===== src/rtl/uart_tx_sched.sv =====
// uart_tx_sched -- round-robin byte scheduler in front of a UART transmitter.
//
// Picks one of NREQ byte requesters per frame. The search starts at a
// rotating pointer. The chosen byte is handed to the transmitter with a
// start/done level handshake:
//   IDLE    : accept a winner (combinational one-hot req_ready), load d_tx
//   SEND    : hold tx_start/d_tx until tx_done is sampled high
//   RELEASE : wait for tx_done to fall so long stop phases drain fully
//
// Ports:
//   clk, reset            single clock, asynchronous active-high reset
//   req_valid[NREQ]       per-requester byte available
//   req_data[8*NREQ]      requester i byte at [8i+7:8i]
//   req_ready[NREQ]       one-hot, one-cycle accept pulse (IDLE only)
//   tx_start, d_tx[8]     registered start level and byte to the transmitter
//   tx_done               transmitter stop-phase/done level
//   grant_id              index of last granted requester
//   busy                  high whenever not in IDLE
//   err_clr, err_timeout  sticky SEND timeout flag and its clear
//
// Optional feature: define UART_TX_SCHED_TIMEOUT_EN to abort a SEND after
// TIMEOUT cycles without tx_done. Without it, err_timeout is tied low and
// err_clr is ignored.
module uart_tx_sched #(
    parameter int NREQ    = 4,
    parameter int TIMEOUT = 200000
) (
    input  logic                    clk,
    input  logic                    reset,
    input  logic [NREQ-1:0]         req_valid,
    input  logic [8*NREQ-1:0]       req_data,
    output logic [NREQ-1:0]         req_ready,
    output logic                    tx_start,
    output logic [7:0]              d_tx,
    input  logic                    tx_done,
    output logic [$clog2(NREQ)-1:0] grant_id,
    output logic                    busy,
    input  logic                    err_clr,
    output logic                    err_timeout
);
    localparam int IW = $clog2(NREQ);

    localparam logic [1:0] S_IDLE    = 2'd0;
    localparam logic [1:0] S_SEND    = 2'd1;
    localparam logic [1:0] S_RELEASE = 2'd2;

    logic [1:0]    r_state;
    logic [IW-1:0] r_rr_ptr;
    logic [IW-1:0] r_grant_id;
    logic          r_tx_start;
    logic [7:0]    r_d_tx;

    logic          w_found;
    logic [IW-1:0] w_win;
    logic [7:0]    w_win_data;
    logic          w_accept;
    logic [IW-1:0] w_next_ptr;
    logic          w_abort;

    // Round-robin search split in two passes: indices at/above the pointer
    // first, then the wrapped-around ones below it. This works for any
    // NREQ, including non powers of two.
    always_comb begin
        w_found    = 1'b0;
        w_win      = '0;
        w_win_data = '0;
        for (int i = 0; i < NREQ; i++) begin
            if (!w_found && req_valid[i] && (IW'(i) >= r_rr_ptr)) begin
                w_found    = 1'b1;
                w_win      = IW'(i);
                w_win_data = req_data[8*i +: 8];
            end
        end
        for (int i = 0; i < NREQ; i++) begin
            if (!w_found && req_valid[i] && (IW'(i) < r_rr_ptr)) begin
                w_found    = 1'b1;
                w_win      = IW'(i);
                w_win_data = req_data[8*i +: 8];
            end
        end
    end

    // Reset gates the accept so no ready pulse can appear while reset is held.
    assign w_accept   = (r_state == S_IDLE) && w_found && !reset;
    assign w_next_ptr = (w_win == IW'(NREQ-1)) ? '0 : w_win + 1'b1;

    always_comb begin
        req_ready = '0;
        for (int i = 0; i < NREQ; i++) begin
            req_ready[i] = w_accept && (w_win == IW'(i));
        end
    end

`ifdef UART_TX_SCHED_TIMEOUT_EN
    localparam int CW = $clog2(TIMEOUT + 1);

    logic [CW-1:0] r_cnt;
    logic          r_err;

    // The abort fires on the TIMEOUT-th SEND cycle, so tx_start is high for
    // exactly TIMEOUT cycles. A tx_done on that same cycle wins.
    assign w_abort = (r_state == S_SEND) && !tx_done && (r_cnt == CW'(TIMEOUT - 1));

    always_ff @(posedge clk or posedge reset) begin
        if (reset) begin
            r_cnt <= '0;
            r_err <= 1'b0;
        end else begin
            if ((r_state == S_SEND) && !tx_done && !w_abort) r_cnt <= r_cnt + 1'b1;
            else                                             r_cnt <= '0;
            // A new timeout beats a simultaneous clear.
            if (w_abort)      r_err <= 1'b1;
            else if (err_clr) r_err <= 1'b0;
        end
    end

    assign err_timeout = r_err;
`else
    logic w_unused;

    assign w_abort     = 1'b0;
    assign err_timeout = 1'b0;
    assign w_unused    = err_clr ^ (TIMEOUT == 0);
`endif

    always_ff @(posedge clk or posedge reset) begin
        if (reset) begin
            r_state    <= S_IDLE;
            r_tx_start <= 1'b0;
            r_d_tx     <= 8'h00;
            r_grant_id <= '0;
            r_rr_ptr   <= '0;
        end else begin
            case (r_state)
                S_IDLE: begin
                    // A stale tx_done level here is deliberately ignored.
                    if (w_accept) begin
                        r_d_tx     <= w_win_data;
                        r_grant_id <= w_win;
                        r_rr_ptr   <= w_next_ptr;
                        r_tx_start <= 1'b1;
                        r_state    <= S_SEND;
                    end
                end
                S_SEND: begin
                    if (tx_done || w_abort) begin
                        r_tx_start <= 1'b0;
                        r_state    <= S_RELEASE;
                    end
                end
                S_RELEASE: begin
                    if (!tx_done) r_state <= S_IDLE;
                end
                default: begin
                    r_tx_start <= 1'b0;
                    r_state    <= S_IDLE;
                end
            endcase
        end
    end

    assign tx_start = r_tx_start;
    assign d_tx     = r_d_tx;
    assign grant_id = r_grant_id;
    assign busy     = (r_state != S_IDLE);
endmodule


===== config.mk =====
export PLATFORM = sky130hd
export DESIGN_NAME = uart_tx_sched
export DESIGN_NICKNAME = d
export VERILOG_FILES = /design/src/rtl/uart_tx_sched.sv
export SDC_FILE = /design/constraint.sdc
export NUM_CORES = 1
export LEC_CHECK = 0
export BUFFER_PORTS_ARGS = -buffer_cell sky130_fd_sc_hd__buf_2
export CAP_MARGIN = 20
export CORE_MARGIN = 1
export CORE_UTILIZATION = 50
export DETAILED_ROUTE_END_ITERATION = 10
export PLACE_DENSITY = 0.83
export SYNTH_ARGS = -nofsm -noshare
export SYNTH_HDL_FRONTEND = slang
export SYNTH_SLANG_ARGS = --single-unit

===== constraint.sdc =====
create_clock -name clk -period 5.2 [get_ports clk]
set_input_delay 0.26 -clock clk [delete_from_list [all_inputs] [get_ports clk]]
set_output_delay 0.26 -clock clk [all_outputs]
set_load 0.005 [all_outputs]

After elaboration in Yosys (flattened, before gate mapping)
Index checks and enable logic that the tools add are counted.
Widths: inputs -> output; s select.
Word-level totals
  bits in registers: 15
  latch bits: 0
  RAM bits: 0
  bits in read-only memories: 0
  bits of input ports: 40
  output and inout port bits: 17
  word-level logic and storage cells: 89
  memories kept: 0
Cells by class
  $add $sub $neg: 1
  multipliers: 0
  div/mod/pow operators: 0
  order comparisons: 8
  equality and inequality tests: 8
  shifts and indexed selects: 0
  mux-type cells: 31
  bitwise gates (word level): 1
  reductions and logical operators: 35
Operators with widths (count)
  $mux 8: 8
  $logic_and 1x1->1: 21
  $mux 2: 10
  $mux 1: 11
  $logic_not 1->1: 8
  $eq 2x2->1 const B: 3
  $ne 2x2->1 const B: 3
  $pmux 2 s3: 1
  $reduce_and 3->1: 2
  $eq 2x1->1 const B: 2
  $ge 1x2->1 const A: 2
  $ge 2x2->1 const A: 2
  $logic_not 2->1: 2
  $lt 1x2->1 const A: 2
  $lt 2x2->1 const A: 2
  $pmux 1 s3: 1
  $add 2x1->2 const B: 1
  $reduce_and 2->1: 1
  $reduce_bool 2->1: 1
  $not 1->1: 1

Longest topological paths before layout
Gate-level depths: netlist of run 1.
  depth after elaboration: 35
  depth in mapped cells: 9

Worst setup path before layout of run 1
Ideal clock, no wire load.
  path kind: register to output
  from: reg r_rr_ptr[0]
  to: out req_ready[0]
  data arrival time: 1.554 ns
  setup slack: 3.386 ns
  stages on the path, launching flop included: 10
  path buffers: 2
  cell sequence: dfrtp_1 > buf_4 > nand2b_1 > buf_2 > o21ai_0 > o21a_1 > nor2_1 > inv_1 > ha_1 > and2_1
Between the ends
  elaborated cells on any way between the ends: 49
  classes of those cells: order compare: 8; mux: 15; reduce/logical: 26
RTL lines
  from (decl): RTL line 48  | logic [IW-1:0] r_rr_ptr;
  from (signal assigned): RTL line 140  | r_rr_ptr <= w_next_ptr;
  $ge 1x2->1: RTL line 68  | if (!w_found && req_valid[i] && (IW'(i) >= r_rr_ptr)) begin
  $logic_and 1x1->1: RTL line 68
  $mux 1: RTL line 68
  $logic_not 1->1: RTL line 68
  $logic_and 1x1->1 (2 in series): RTL line 68
  $mux 1: RTL line 68
  $logic_not 1->1: RTL line 68
  $logic_and 1x1->1 (2 in series): RTL line 68
  [14 not listed]
  $logic_and 1x1->1 (2 in series): RTL line 75  | if (!w_found && req_valid[i] && (IW'(i) < r_rr_ptr)) begin
  $mux 1: RTL line 75
  $logic_not 1->1: RTL line 75
  $logic_and 1x1->1 (2 in series): RTL line 75
  $mux 2 *: RTL line 75
  via w_win[0]: RTL line 54  | logic [IW-1:0] w_win;
  $logic_not 2->1 *: RTL line 90  | req_ready[i] = w_accept && (w_win == IW'(i));
  $logic_and 1x1->1 *: RTL line 90
  to (decl): RTL line 32  | output logic [NREQ-1:0] req_ready,
The timed path passes the listed nets; every way through them passes the cells marked *.

Worst setup path in the final report of run 1
  from: reg r_rr_ptr[0]
  to: out req_ready[1]
Between the ends
  elaborated cells on any way between the ends: 49
  classes of those cells: order compare: 8; eq/ne: 1; mux: 15; reduce/logical: 25
RTL lines (RTL line)
  $ge 1x2->1: 68
  $logic_and 1x1->1: 68
  $mux 1: 68
  $logic_not 1->1: 68
  $logic_and 1x1->1 (2 in series): 68
  $mux 1: 68
  $logic_not 1->1: 68
  $logic_and 1x1->1 (2 in series): 68
  [14 not listed]
  $logic_and 1x1->1 (2 in series): 75
  $mux 1: 75
  $logic_not 1->1: 75
  $logic_and 1x1->1 (2 in series): 75
  $mux 2 *: 75
  via w_win[1]: 54
  $eq 2x1->1 *: 90
  $logic_and 1x1->1 *: 90
Marked as above.

==> results of run 1 <==
cell usage after synthesis, drive strengths merged:
master	number
a21o	11
nand2b	4
conb	1
nand4b	1
clkbuf	2
a221oi	14
o21ai	3
a21oi	7
xor2	1
buf	10
o21a	2
a22oi	1
nand4	1
nor3	9
nor2b	1
nand2	11
and4	1
ha	4
and2	5
mux2	2
nand3	17
o22ai	8
o21bai	1
inv	5
a31o	8
nor4	1
dfrtp	15
nor2	13
or2	2
and2b	1
worst max-delay path: cells and delay by family, from the launching register on:
family	cells	cell delay [ns]
DFF	1	0.49
buffers and inverters	2	0.20
adders and majority gates	1	0.14
and+or+nand+nor	2	0.78
AOI/OAI and AO/OA	2	0.50
cell type report:
cell class | instances | area share [%]
well taps | 30 | 2.32
repair buffers | 55 | 17.1
clock inverters | 1 | 0.309
flip-flops and latches | 15 | 23.2
clock buffers | 3 | 1.39
multi-input cells | 130 | 54.5
inverters | 5 | 1.16
worst paths after layout:
check	from	endpoint
worst min-delay path	reset	d_tx[0]
worst max-delay path	r_rr_ptr[0]	req_ready[1]
max in group asynchronous	reset	grant_id[0]
worst min register to register	tx_start	tx_start
min in group clk	tx_done	r_state[1]
worst max register to register	r_rr_ptr[1]	d_tx[1]
power by group:
group          internal (mW)  switching, mW  total (mW)
logic                  0.200          0.237       0.437
registers              0.175         0.0590       0.234
clock network         0.0287         0.0438      0.0725
total                  0.403          0.340       0.744
per-layer routing:
| layer | vias to the layer above | track usage [%] | share of wire [%] |
|---|---|---|---|
| li1 | 706 | - | - |
| met1 | 698 | 39.7 | 40 |
| met2 | 117 | 46.7 | 48 |
| met3 | 19 | 5.93 | 10 |
| met4 | 0 | 16.2 | 2.4 |
| met5 | - | 0 | 0 |
flip-flops by register name (all words and copies together), names as in the netlist:
register / flops
grant_id: 2
r_rr_ptr: 2
r_state: 2
tx_start: 1
d_tx: 8
stage by stage:
stage          utilization, %  instance area [sq um]  hold WS [ns]  power (mW)  setup WS, ns
6_report                 64.2                   1620        0.0450       0.744          2.53
5_1_grt                  64.2                   1620        0.0859       0.796          2.31
4_1_cts                  64.2                   1620        0.0628       0.736          2.57
3_5_place_dp             63.1                   1590         0.395       0.662          2.91
3_3_place_gp             63.1                   1590         0.370       0.640          2.99
2_1_floorplan               -                   1350         0.161       0.541          3.39
cell families after synthesis:
group	count (synthesis)	synth area share, %
and+or+nand+nor	67	25.1
AOI/OAI and AO/OA	55	33.7
buffers and inverters	17	7.06
DFF	15	27.9
adders and majority gates	4	3.71
muxes	2	1.67
other	1	0.278
xor gates and xnor gates	1	0.650
==> impl_metrics.csv, run 1 <==
group,metric,value,unit
finish,fillers,218,
die,row_count,18,
synthesis,yosysWarnings,0,
sta,final.period_utilization,51.3,%
pwr,ir_drop,0.000270,V
die,start_util,53.4,%
cts,clkSinkCount,15,
die,die_y,53.9,microns
hold_path,hold_path_class,"input pin to asynchronous set/reset pin",
global_route,grt_start_max_net_pins,29,
cts,cts_buffer_depth,2,
sta,fin_tns_setup,0,ns
cts,clkLatencyLatePin,0.30,ns
setup_path,crit_type,"flip-flop to output port",
global_route,grt_overflow,0,
synthesis,netlist.area_leader.share,27.9,%
cts,path_clk_slew,0.11,ns
finish,stdcell_count,239,
cts,cts_made_buffers,3,
routing,wire_per_inst,17.3,microns
cts,cts_setup_buffers,0,
setup_path,rr_worst_depth,5,
routing,dr.pass1.iters,5,
synthesis,synth.largest_area_cell,"dfrtp_1",
sta,hold_viol,0,
die,pin_count,57,
setup_path,rrSetupSlack,2.94,ns
finish,multiInputGateArea,883,sq um
sta,finalCriticalPeriod,2.67,ns
synthesis,synthCells,162,
sta,fmax,375,MHz
cts,cts_max_level,1,
die,core,2520,sq um
setup_path,start_kind,"flip-flop",
place,gp_congestion,0.865,
place,port_buffers,54,
synthesis,seq_area_frac_synth,27.9,%
finish,antenna_cells,0,
setup_path,crit_chain,"nor2b_1 > o21bai_2 > o21a_1 > inv_1 > ha_1 > and2_1 > buf_2",
pwr,power.density,459,nW/um^2
synthesis,yosysUniqueCellTypes,39,
outcome,outcome,"complete, no violations",
sta,tightest_slew,0.804,ns
synthesis,synth_fp_nets,206,
sta,maxSlewHeadroom,46.3,%
finish,ff_latch_area,375,sq um
sta,rsz0062_at_grt,"no",
routing,ant_nets,0,
sta,drv_slew,0,
finish,final_layout_size_suffix_gt1_share,35.9,%
global_route,antenna_found_initial,0,
routing,drc,0,
cts,cts-root-buf,"clkbuf_4",
sta,skew,0.0107,ns
global_route,grt_pass1_wl,6290,microns
finish,final_cell_mix,"54 x buf_2, 17 x nand3_1, 15 x dfrtp_1",
routing,drt_wl_total,4140,microns
die,die-area,2910,sq um
place,dp.final_hpwl,2840,microns
cts,cts_tree,"yes",
routing,via_count,1540,
synthesis,synth.area.top_cells,"dfrtp_1 28%, a221oi_2 6.7%, nand3_1 6.3%, a21o_1 6.1%, a221oi_1 5.2%",
cts,hold_buffers,0,
job,cap_violations,0,
setup_path,cpMaxStageDelayCell,"nor2b_1",
global_route,grtUsageTotal,30.3,%
setup_path,crit_required,4.94,ns
setup_path,worst_setup_path_end_kind,"output port",
sta,setup_viol,0,
setup_path,crit_fanout,10,
setup_path,max_stage_delay,0.67,ns
synthesis,synth-seq-cells,15,
global_route,grt_pass1_vias,1469,
pwr,leakage,0.745,nW
routing,viasPerCell,6.44,
setup_path,crit_arrival,2.41,ns
routing,drt_iter0_drc,95,
synthesis,syn_avg_cell_area,8.32,sq um
finish,area_delta_synth_final,20.2,%
die,die_x,53.9,microns
place,numPlacedInstances,235,
cts,cts_resized,0,
synthesis,synth_area,1350,sq um
finish,fin_nets,254,
finish,layout_commonest_cell,"buf_2",
Power figures use the tool's default switching activity.
==> inputs of run 2 (changes only) <==
--- a/config.mk
+++ b/config.mk
@@ -8,9 +8,9 @@
 export BUFFER_PORTS_ARGS = -buffer_cell sky130_fd_sc_hd__buf_2
 export CAP_MARGIN = 20
 export CORE_MARGIN = 1
-export CORE_UTILIZATION = 50
+export CORE_UTILIZATION = 48
 export DETAILED_ROUTE_END_ITERATION = 10
-export PLACE_DENSITY = 0.83
+export PLACE_DENSITY = 0.8
 export SYNTH_ARGS = -nofsm -noshare
 export SYNTH_HDL_FRONTEND = slang
 export SYNTH_SLANG_ARGS = --single-unit
==> constraint.sdc (replaced) <==
create_clock -name clk -period 2.6 [get_ports clk]
set_input_delay 0.13 -clock clk [delete_from_list [all_inputs] [get_ports clk]]
set_output_delay 0.13 -clock clk [all_outputs]
set_load 0.005 [all_outputs]
==> run 2 against run 1 <==
Sequential share of layout area decreased by 0.64 points. Design area increased by 2.9%. Wire length decreased by 5.1%. Via count increased by 0.52%. Clock-buffer cell count increased by 1. Combinational power increased by 100%. Cell count increased by 2.5%. Global-route usage decreased by 2.8 points. Sequential power increased by 99%. Setup slack got worse by 2.2 ns. Critical path depth unchanged.
==> impl_metrics.csv, run 2 (synthesis results as in run 1) <==
group,metric,value,unit
outcome,outcome,"complete, no violations",
global_route,grt_start_max_net_pins,19,
place,port_buffers,54,
die,die-area,3020,sq um
setup_path,start_kind,"flip-flop",
place,dp_slack,0.617,ns
cts,clkLatencyLatePin,0.28,ns
setup_path,crit_required,2.47,ns
finish,ff_latch_area,375,sq um
pwr,leakage,0.771,nW
cts,path_clk_slew,0.08,ns
global_route,grt_pass1_vias,1407,
place,gp_congestion,0.874,
cts,clkSinkCount,15,
cts,cts-root-buf,"clkbuf_4",
routing,drt_wl_total,3930,microns
finish,fin_nets,260,
cts,cts_made_buffers,3,
sta,finalCriticalPeriod,2.28,ns
routing,viasPerCell,6.32,
die,row_count,18,
global_route,antenna_found_initial,0,
sta,skew,0.0130,ns
sta,tightest_slew,0.656,ns
sta,setup_viol,0,
sta,final.period_utilization,87.9,%
finish,fillers,219,
setup_path,cpMaxStageDelayCell,"dfrtp_1",
cts,cts_max_level,1,
finish,final_layout_size_suffix_gt1_share,36.7,%
sta,rsz0062_at_grt,"no",
setup_path,crit_fanout,18,
hold_path,hold_path_class,"input pin to flip-flop",
global_route,grt_pass1_wl,6040,microns
finish,multiInputGateArea,883,sq um
setup_path,crit_arrival,2.15,ns
sta,drv_slew,0,
setup_path,max_stage_delay,0.74,ns
routing,via_count,1548,
finish,final_cell_mix,"54 x buf_2, 17 x nand3_1, 15 x dfrtp_1",
finish,layout_commonest_cell,"buf_2",
routing,ant_nets,0,
routing,wire_per_inst,16.0,microns
sta,hold_viol,0,
routing,dr.pass1.iters,5,
die,pin_count,57,
cts,cts_tree,"yes",
die,die_x,55.0,microns
pwr,power.density,896,nW/um^2
setup_path,crit_chain,"nand3_1 > o21a_1 > nor2_1 > inv_1 > ha_1 > and2_1 > buf_2",
pwr,ir_drop,0.000612,V
routing,drt_iter0_drc,57,
sta,maxSlewHeadroom,56.2,%
die,core,2570,sq um
setup_path,crit_type,"flip-flop to output port",
sta,setup_ws,0.315,ns
die,die_y,55.0,microns
die,start_util,52.5,%
cts,cts_buffer_depth,2,
sta,fmax,438,MHz
finish,area_delta_synth_final,23.7,%
job,cap_violations,0,
global_route,grt_overflow,0,
finish,antenna_cells,0,
routing,drc,0,
place,dp.final_hpwl,2860,microns
finish,largest_register_ffs,8,
sta,fin_tns_setup,0,ns
setup_path,worst_setup_path_end_kind,"output port",
global_route,grtUsageTotal,27.6,%
-- run 2: cell types whose count changed in the layout (fill, tap and decap cells not counted), sizes merged --
| cell | change |
|---|---|
| clkbuf | +1 |
| dlygate4sd3 | +1 |
| buf | +5 |
| clkinv | -1 |
-- run 2: power by group --
part           switching [mW]  internal [mW]
Sequential              0.117          0.350
Combinational           0.467          0.425
Clock                  0.0756         0.0594
-- run 2: routing by layer --
layer | global-route usage (%) | wire length [microns] | up-vias
li1 | - | - | 715
met1 | 36.8 | 1620 | 726
met2 | 44.8 | 1840 | 97
met3 | 3.55 | 400 | 10
met4 | 10.8 | 67 | 0
met5 | 0 | 0 | -
-- run 2: path summary, 6_finish.rpt --
check / cells past startpoint / from / slack (ns) / endpoint
max: 7 / r_rr_ptr[1] / 0.32 / req_ready[2]
min: 2 / tx_done / 0.09 / r_state[1]
max reg2reg: 5 / r_rr_ptr[1] / 0.54 / d_tx[2]
min reg2reg: 1 / tx_start / 0.48 / tx_start
max in group asynchronous: 3 / reset / 1.73 / d_tx[2]
min in group asynchronous: 3 / reset / 0.47 / d_tx[1]
-- run 2: metrics by stage --
step           utilization, %  total power, mW  area, sq um  hold WS (ns)  instances
6_report                 64.9             1.49         1670        0.0892        245
4_1_cts                  64.9             1.49         1670        0.0843        245
2_1_floorplan               -             1.08         1350        0.0315        162
5_1_grt                  64.9             1.61         1670         0.101        245
3_3_place_gp             63.5             1.32         1630         0.239        240
3_5_place_dp             63.5             1.35         1630         0.268        240
-- run 2: worst max-delay path: cells and delay by family, from the launching register on --
kind | cells | cell delay, ns
DFF | 1 | 0.74
and+or+nand+nor | 3 | 0.54
adders and majority gates | 1 | 0.21
AOI/OAI and AO/OA | 1 | 0.14
buffers and inverters | 2 | 0.24
-- run 2: what timing repair did --
| item | in CTS | in global routing |
|---|---|---|
| setup buffers | 0 | 0 |
| gates resized for setup | 0 | 0 |
| hold endpoints to repair | 15 | 0 |
| hold buffers | 1 | 0 |
| endpoints found under the setup margin | 0 | 0 |
-- run 2: area by class of cell --
class	count	area share, %
Tap cell	30	2.25
Timing Repair Buffer	61	19.5
Sequential cell	15	22.5
Clock buffer	4	1.58
Inverter	5	1.13
Multi-Input combinational cell	130	53.0
